===== config.mk =====
export PLATFORM = sky130hd
export DESIGN_NAME = rat_recovery_ctrl
export DESIGN_NICKNAME = d
export VERILOG_FILES = /design/src/rtl/rat_recovery_ctrl.sv
export SDC_FILE = /design/constraint.sdc
export NUM_CORES = 1
export LEC_CHECK = 0
export CORE_AREA = 3 3 49 51
export CTS_CLUSTER_SIZE = 12
export DETAILED_ROUTE_END_ITERATION = 8
export DIE_AREA = 0 0 52 54
export GPL_TIMING_DRIVEN = 0
export PLACE_DENSITY_LB_ADDON = 0.08
export SETUP_SLACK_MARGIN = 0.05
export SYNTH_ARGS = -nofsm -noshare
export SYNTH_HDL_FRONTEND = slang
export SYNTH_SLANG_ARGS = --single-unit

===== constraint.sdc =====
create_clock -name clock_i -period 2.5 [get_ports clock_i]
set_input_delay 0.5 -clock clock_i [delete_from_list [all_inputs] [get_ports clock_i]]
set_output_delay 0.5 -clock clock_i [all_outputs]
set_load 0.01 [all_outputs]

===== src/rtl/rat_recovery_ctrl.sv =====
`default_nettype none
// ============================================================================
// Module   : rat_recovery_ctrl
// Purpose  : Sequences RAT recovery after a branch mispredict or exception
//            squash. It rebuilds the RAT from the RRAT, COPY_WIDTH entries per
//            cycle, then restores the free list from its retirement copy.
//            Dispatch is stalled and retirement is held for the whole walk.
//
// Ports    : clock_i              sole clock
//            reset_i              synchronous, active-low reset
//            squash_req_i         one-cycle squash pulse from retire
//            rrat_rd_idx_o        RRAT group index (combinational read)
//            rrat_rd_data_i       RRAT group contents, entry i at
//                                 [i*PRN_WIDTH +: PRN_WIDTH]
//            rat_wr_en_o          RAT group write enable
//            rat_wr_idx_o         RAT group written
//            rat_wr_data_o        RRAT group data passed through to the RAT
//            fl_restore_en_o      free list copies the RRAT free list
//            dispatch_stall_o     rename/dispatch must not allocate
//            ct_hold_o            retire must not update the RRAT
//            recovery_busy_o      controller is not idle
//            recovery_done_o      one-cycle pulse when recovery completes
//            perf_squash_cnt_o    (RAT_RECOVERY_PERF_EN) accepted squashes
//            perf_stall_cycles_o  (RAT_RECOVERY_PERF_EN) stalled cycles
//
// Options  : define RAT_RECOVERY_PERF_EN to add the saturating perf counters.
//
// Revision : 1.0 - initial release
// ============================================================================
module rat_recovery_ctrl #(
  parameter int ARCH_REGS  = 32,
  parameter int PRN_WIDTH  = 6,
  parameter int COPY_WIDTH = 4,
  localparam int NUM_GROUPS = ARCH_REGS / COPY_WIDTH,
  localparam int IDX_W      = (NUM_GROUPS > 1) ? $clog2(NUM_GROUPS) : 1,
  localparam int DATA_W     = COPY_WIDTH * PRN_WIDTH
) (
  input  logic              clock_i,
  input  logic              reset_i,
  input  logic              squash_req_i,
  output logic [IDX_W-1:0]  rrat_rd_idx_o,
  input  logic [DATA_W-1:0] rrat_rd_data_i,
  output logic              rat_wr_en_o,
  output logic [IDX_W-1:0]  rat_wr_idx_o,
  output logic [DATA_W-1:0] rat_wr_data_o,
  output logic              fl_restore_en_o,
  output logic              dispatch_stall_o,
  output logic              ct_hold_o,
  output logic              recovery_busy_o,
  output logic              recovery_done_o
`ifdef RAT_RECOVERY_PERF_EN
  ,
  output logic [31:0]       perf_squash_cnt_o,
  output logic [31:0]       perf_stall_cycles_o
`endif
);

  typedef enum logic [1:0] {
    IDLE    = 2'd0,
    COPY    = 2'd1,
    RESTORE = 2'd2
  } state_e;

  localparam logic [IDX_W-1:0] LAST_GRP = IDX_W'(NUM_GROUPS - 1);

  state_e           state_q, state_d;
  logic [IDX_W-1:0] grp_q, grp_d;
  logic             done_q, done_d;

  // --------------------------------------------------------------------------
  // State register
  // --------------------------------------------------------------------------
  always_ff @(posedge clock_i) begin
    if (!reset_i) begin
      state_q <= IDLE;
      grp_q   <= '0;
      done_q  <= 1'b0;
    end else begin
      state_q <= state_d;
      grp_q   <= grp_d;
      done_q  <= done_d;
    end
  end

  // --------------------------------------------------------------------------
  // Next state and output decode
  // --------------------------------------------------------------------------
  always_comb begin
    state_d          = state_q;
    grp_d            = grp_q;
    done_d           = 1'b0;
    rrat_rd_idx_o    = '0;
    rat_wr_en_o      = 1'b0;
    rat_wr_idx_o     = '0;
    rat_wr_data_o    = '0;
    fl_restore_en_o  = 1'b0;
    dispatch_stall_o = 1'b0;
    ct_hold_o        = 1'b0;
    recovery_busy_o  = 1'b0;
    // The completion pulse is a registered flag so it lands in the first
    // IDLE cycle after RESTORE, independent of a coincident new squash.
    recovery_done_o  = done_q;

    unique case (state_q)
      IDLE: begin
        if (squash_req_i) begin
          state_d = COPY;
          grp_d   = '0;
        end
      end

      COPY: begin
        rrat_rd_idx_o    = grp_q;
        rat_wr_en_o      = 1'b1;
        rat_wr_idx_o     = grp_q;
        rat_wr_data_o    = rrat_rd_data_i;
        dispatch_stall_o = 1'b1;
        ct_hold_o        = 1'b1;
        recovery_busy_o  = 1'b1;
        if (squash_req_i) begin
          // Restart: the partially rebuilt RAT is simply overwritten.
          grp_d = '0;
        end else if (grp_q == LAST_GRP) begin
          // Leave the counter on the last group instead of wrapping it.
          state_d = RESTORE;
        end else begin
          grp_d = grp_q + IDX_W'(1);
        end
      end

      RESTORE: begin
        fl_restore_en_o  = 1'b1;
        dispatch_stall_o = 1'b1;
        ct_hold_o        = 1'b1;
        recovery_busy_o  = 1'b1;
        if (squash_req_i) begin
          // Aborted pass: no completion pulse is owed.
          state_d = COPY;
          grp_d   = '0;
        end else begin
          state_d = IDLE;
          grp_d   = '0;
          done_d  = 1'b1;
        end
      end

      default: begin
        state_d = IDLE;
        grp_d   = '0;
      end
    endcase
  end

`ifdef RAT_RECOVERY_PERF_EN
  // --------------------------------------------------------------------------
  // Saturating performance counters
  // --------------------------------------------------------------------------
  logic [31:0] squash_cnt_q;
  logic [31:0] stall_cnt_q;

  always_ff @(posedge clock_i) begin
    if (!reset_i) begin
      squash_cnt_q <= '0;
      stall_cnt_q  <= '0;
    end else begin
      if (squash_req_i && (squash_cnt_q != 32'hFFFF_FFFF)) begin
        squash_cnt_q <= squash_cnt_q + 32'd1;
      end
      if (dispatch_stall_o && (stall_cnt_q != 32'hFFFF_FFFF)) begin
        stall_cnt_q <= stall_cnt_q + 32'd1;
      end
    end
  end

  assign perf_squash_cnt_o   = squash_cnt_q;
  assign perf_stall_cycles_o = stall_cnt_q;
`endif

endmodule
`default_nettype wire


## Yosys cells after proc, flatten, opt, wreduce, memory -nomap -nowiden

Index checks and enable logic that the tools add are counted.

- Equal/unequal tests: 7
- Mux-type cells: 15
- Reduce and logical (&&, ||, !) cells: 5
- $add $sub $neg: 1

Operator list:

| cell | number |
|---|---|
| $mux W24 | 1 |
| $mux W3 | 4 |
| $mux W2 | 3 |
| $ne A2 B2 Y1 const B | 3 |
| $pmux W2 S3 | 1 |
| $pmux W3 S2 | 1 |
| $mux W1 | 5 |
| $reduce_and A2 Y1 | 2 |
| $add A3 B1 Y3 const B | 1 |
| $eq A3 B3 Y1 const B | 1 |
| $ne A3 B3 Y1 const B | 1 |
| $reduce_and A3 Y1 | 1 |
| $eq A2 B1 Y1 const B | 1 |
| $eq A2 B2 Y1 const B | 1 |
| $logic_not A2 Y1 | 1 |
| $reduce_or A2 Y1 | 1 |

- Register bits: 6
- Input port bits: 27
- Output and inout port bits: 36
- Logic and storage cells: 31

## Depth between registers and ports, before layout

- Depth in word-level cells: 4
- Depth in mapped cells: 5
- Depth with buffers taken out: 5

## Least setup slack after synthesis

Ideal clock, no wire load.

- Kind: register to output
- Start: register state_q[1]
- End: output port rat_wr_data_o[0]
- Path buffers: 1
- Data arrival time: 1,051 ps
- Path slack: 949 ps
- Data required time: 2,000 ps
- Cell stages (with the launch flop): 5
- Cell sequence: dfxtp_1 > inv_1 > ha_1 > clkbuf_1 > and2_1

- Cells in the longest elaborated chain, start to end: 2

RTL lines:

| what | line | RTL |
|---|---|---|
| from (decl) | 66 | `state_e state_q, state_d;` |
| from (signal assigned) | 79 | `state_q <= state_d;` |
| $eq A2 B1 Y1 | 104 | `unique case (state_q)` |
| $mux W24 | 104 |  |
| to (decl) | 45 | `output logic [DATA_W-1:0] rat_wr_data_o,` |

No other way between the ends.

## Worst setup path after layout

- Start: register state_q[1]
- End: output port rat_wr_data_o[12]

The elaborated chain is that of the path after synthesis.

==> reports/results.tsv <==
stage	metric	value	unit
power	pleak	0.5231	nW
synthesis	mappedNetlistNets	107	
worst_setup_path	critPathSlowestCell	sky130_fd_sc_hd__clkdlybuf4s50_1	
hold_path	worstHoldPathType	register to register	
floorplan	ioPinCount	63	
global_route	pin_count_of_the_biggest_net_entering_global_routing	11	
synthesis	yosysSeqAreaShare	0.2065	
worst_setup_path	critical-path-max-stage-delay	0.53	ns
layout	seq_area	120.1	sq um
route	number_of_search_and_repair_iterations_in_the_first_detailed_routing_pass	4	
timing	clock-skew-final	0.006496	ns
timing	report.final.slew_viol_count	0	
worst_setup_path	cp-end-kind	output pin	
route	drt_drc_violations_left	0	
timing	period_share	0.9144	
route	drtAntennaViolNets	0	
run_status	run_status	complete, no violations	
layout	areaGrowthSynthToFinish	118.9	%
power	total_power	0.8454	mW
worst_setup_path	crit-reg2reg-capture	state_q[1]$_SDFFE_PN0P_	
worst_setup_path	timing.rr.start	state_q[1]$_SDFFE_PN0P_	
worst_setup_path	worst_path_dominant_cell_family	buffers and inverters	
worst_setup_path	worstRegToRegCells	5	
worst_setup_path	worst-path-buf-inv	3	
worst_setup_path	cp.depth	5	
clocking	h-tree-depth	1	
floorplan	placeableCoreArea	0.001982	sq mm
layout	layoutNonFillerInstCount	165	
floorplan	initial_core_util	0.2936	
route	wirelength	1863	um
worst_setup_path	cp.arrival	1.79	ns
worst_setup_path	worstPathMaxFanout	10	
power	power_density	663.7	mW/mm^2
hold_path	worst_hold_path.num_cells	2	
global_route	vias_in_the_first_global_route	583	
clocking	numClockSinks	6	
floorplan	rows	16	
floorplan	die_width	52	um
layout	num-nets-final	174	
timing	fmax	437.5	MHz
clocking	clk_latency	0.24	ns
synthesis	yosysWarningCount	0	
clocking	tritoncts.num_buffers	3	
global_route	antenna_found_initial	0	
worst_setup_path	register_to_register_path_setup_slack	1.04	ns
clocking	cts-root-buf	sky130_fd_sc_hd__clkbuf_4	
worst_setup_path	worstSetupPathType	register to output pin	
hold_path	min_from	grp_q[1]$_SDFFE_PN0P_	
route	wl_per_cell	11.29	um
hold_path	min_to	grp_q[1]$_SDFFE_PN0P_	
synthesis	ys_seq_elements	6	
layout	multiInputGateArea	414.1	sq um
clocking	clockBufferDepth	2	
route	initialDrtViolationCount	4	
synthesis	ys_types	17	
worst_setup_path	critical_path_required	2.00	ns
floorplan	die_area	0.002808	sq mm
global_route	grt_pass1_wl	2711	um
layout	number_of_inserted_diodes	0	
placed_design	placed_cell_area	0.001236	sq mm
power	ir_drop	0.0005504	V
layout	drive_above_1_share	0.1014	
timing	rsz0062_at_grt	false	
clocking	clk_pin_slew_worst_paths	0.05	ns
placed_design	place.detailed.hpwl	1636	um
clocking	post-cts-setup-buffer-count	0	
layout	num-fill-cells	172	
placed_design	placement.io_buffers	62	
timing	final_period_minus_worst_setup_slack	2.286	ns
timing	setup_violations	0	
timing	worst_slew_pin_slew	0.3049	ns
run	cap_viol_max_count	0	
timing	slew_headroom	0.7953	
global_route	grt.total_usage	0.1274	
synthesis	synth.cell_area	581.8	sq um
placed_design	gp_congestion	0.6684	
worst_setup_path	worstSetupStartpointType	register	
clocking	tritoncts	done	
route	vias_per_cell	4.236	
route	dr_total_vias	699	
placed_design	dp_cells	162	
global_route	total_grt_overflow	0	
clocking	holdBufCountCts	0	
floorplan	die_h	54	um
worst_setup_path	crit_chain	inv_1 > ha_4 > clkbuf_2 > and2_1 > clkdlybuf4s50_1	
timing	fin_setup_tns	0	ns
timing	timing.final.hold_violations	0	
synthesis	syn-mean-instance-area	7.970	sq um
layout	final_area	0.001274	sq mm
synthesis	synthCells	73	
cells in the final DEF, fill, tap and decap left out:
| master | netlist | final |
|---|---|---|
| sky130_fd_sc_hd__nand2_1 | 4 | 4 |
| sky130_fd_sc_hd__dfxtp_1 | 6 | 6 |
| sky130_fd_sc_hd__nand2b_1 | 1 | 1 |
| sky130_fd_sc_hd__a21oi_1 | 4 | 4 |
| sky130_fd_sc_hd__clkbuf_4 | 0 | 3 |
| sky130_fd_sc_hd__ha_4 | 0 | 1 |
| sky130_fd_sc_hd__inv_1 | 4 | 4 |
| sky130_fd_sc_hd__nor2_1 | 3 | 3 |
| sky130_fd_sc_hd__and4bb_2 | 2 | 2 |
| sky130_fd_sc_hd__or3b_1 | 1 | 1 |
| sky130_fd_sc_hd__a31oi_1 | 1 | 1 |
| sky130_fd_sc_hd__buf_4 | 5 | 5 |
| sky130_fd_sc_hd__clkbuf_2 | 0 | 2 |
| sky130_fd_sc_hd__and2_1 | 27 | 27 |
| sky130_fd_sc_hd__nor4b_1 | 1 | 1 |
| sky130_fd_sc_hd__o21ai_1 | 1 | 1 |
| sky130_fd_sc_hd__ha_1 | 7 | 6 |
| sky130_fd_sc_hd__a21o_2 | 1 | 1 |
| sky130_fd_sc_hd__mux2i_1 | 3 | 3 |
| sky130_fd_sc_hd__clkdlybuf4s50_1 | 0 | 62 |
cell families after synthesis:
group	count (synthesis)	synth area share
compound gates	7	0.06882
buf+inv	11	0.1032
fa+ha+maj	7	0.1505
mux	3	0.05161
flops	6	0.2065
simple gates	39	0.4193
power breakdown:
part / total (mW) / switching, mW / internal, mW
combinational: 0.630 / 0.250 / 0.380
clock: 0.0881 / 0.0338 / 0.0542
sequential: 0.127 / 0.0172 / 0.110
total: 0.845 / 0.301 / 0.544
layout make-up:
class	instances	share of cell area
timing repair buffer	62	0.4872
multi-input combinational	56	0.3251
sequential	6	0.09430
buffer	7	0.03733
tap	27	0.02652
clock buffer	3	0.01768
inverter	4	0.01179
state kept, by name, summed over array words and instances (netlist names):
register and flops:
recovery_done_o 1, state_q 2, grp_q 3
Yosys cell counts:
cell type | count | area share
sky130_fd_sc_hd__clkbuf_1 | 2 | 0.013
sky130_fd_sc_hd__nor4b_1 | 1 | 0.015
sky130_fd_sc_hd__ha_1 | 7 | 0.15
sky130_fd_sc_hd__mux2i_1 | 3 | 0.052
sky130_fd_sc_hd__a21o_2 | 1 | 0.015
sky130_fd_sc_hd__inv_1 | 4 | 0.026
sky130_fd_sc_hd__nand2b_1 | 1 | 0.011
sky130_fd_sc_hd__or3b_1 | 1 | 0.015
sky130_fd_sc_hd__dfxtp_1 | 6 | 0.21
sky130_fd_sc_hd__and4bb_2 | 2 | 0.043
sky130_fd_sc_hd__a21oi_1 | 4 | 0.034
sky130_fd_sc_hd__a31oi_1 | 1 | 0.011
sky130_fd_sc_hd__buf_4 | 5 | 0.065
sky130_fd_sc_hd__nand2_1 | 4 | 0.026
sky130_fd_sc_hd__nor2_1 | 3 | 0.019
sky130_fd_sc_hd__and2_1 | 27 | 0.29
sky130_fd_sc_hd__o21ai_1 | 1 | 0.0086
layer usage:
layer / vias to the layer above / routed length, um / part of all wire / track usage
met4: 0 / 16 / 0.0086 / 0.05240
li1: 362 / - / - / -
met2: 48 / 787 / 0.42 / 0.2218
met3: 2 / 360 / 0.19 / 0.04986
met1: 287 / 699 / 0.38 / 0.1375
met5: - / 0 / 0 / 0
worst reg2reg max path: stages (launching register included):
cell and delay (ns):
sky130_fd_sc_hd__dfxtp_1 0.33, sky130_fd_sc_hd__inv_1 0.14, sky130_fd_sc_hd__ha_1 0.34, sky130_fd_sc_hd__inv_1 0.08
sky130_fd_sc_hd__o21ai_1 0.29, sky130_fd_sc_hd__mux2i_1 0.21
what timing repair did:
action,4_1_cts,5_1_grt
gates resized for setup,3,1
endpoints found under the setup margin,20,19
pin swaps,0,0
how the worst max path moves through the flow:
stage	start	to	slack, ns
CTS	state_q[1]$_SDFFE_PN0P_	rat_wr_data_o[12]	0.12
global placement	state_q[1]$_SDFFE_PN0P_	rat_wr_data_o[9]	0.26
detailed placement	state_q[1]$_SDFFE_PN0P_	rat_wr_data_o[12]	0.22
finish	state_q[1]$_SDFFE_PN0P_	rat_wr_data_o[12]	0.21
global route	state_q[1]$_SDFFE_PN0P_	rat_wr_data_o[12]	0.09
floorplan	state_q[1]$_SDFFE_PN0P_	rat_wr_data_o[0]	0.95
through the flow:
stage                 util  setup WS, ns  hold slack (ns)
floorplan                -        0.9489           0.4622
global placement    0.6237        0.2638           0.4762
detailed placement  0.6237        0.2172           0.4855
CTS                 0.6376        0.1243           0.4923
global route        0.6427       0.09070           0.5179
finish              0.6427        0.2141           0.4940
Note: power is estimated with default switching activity, not from simulation.
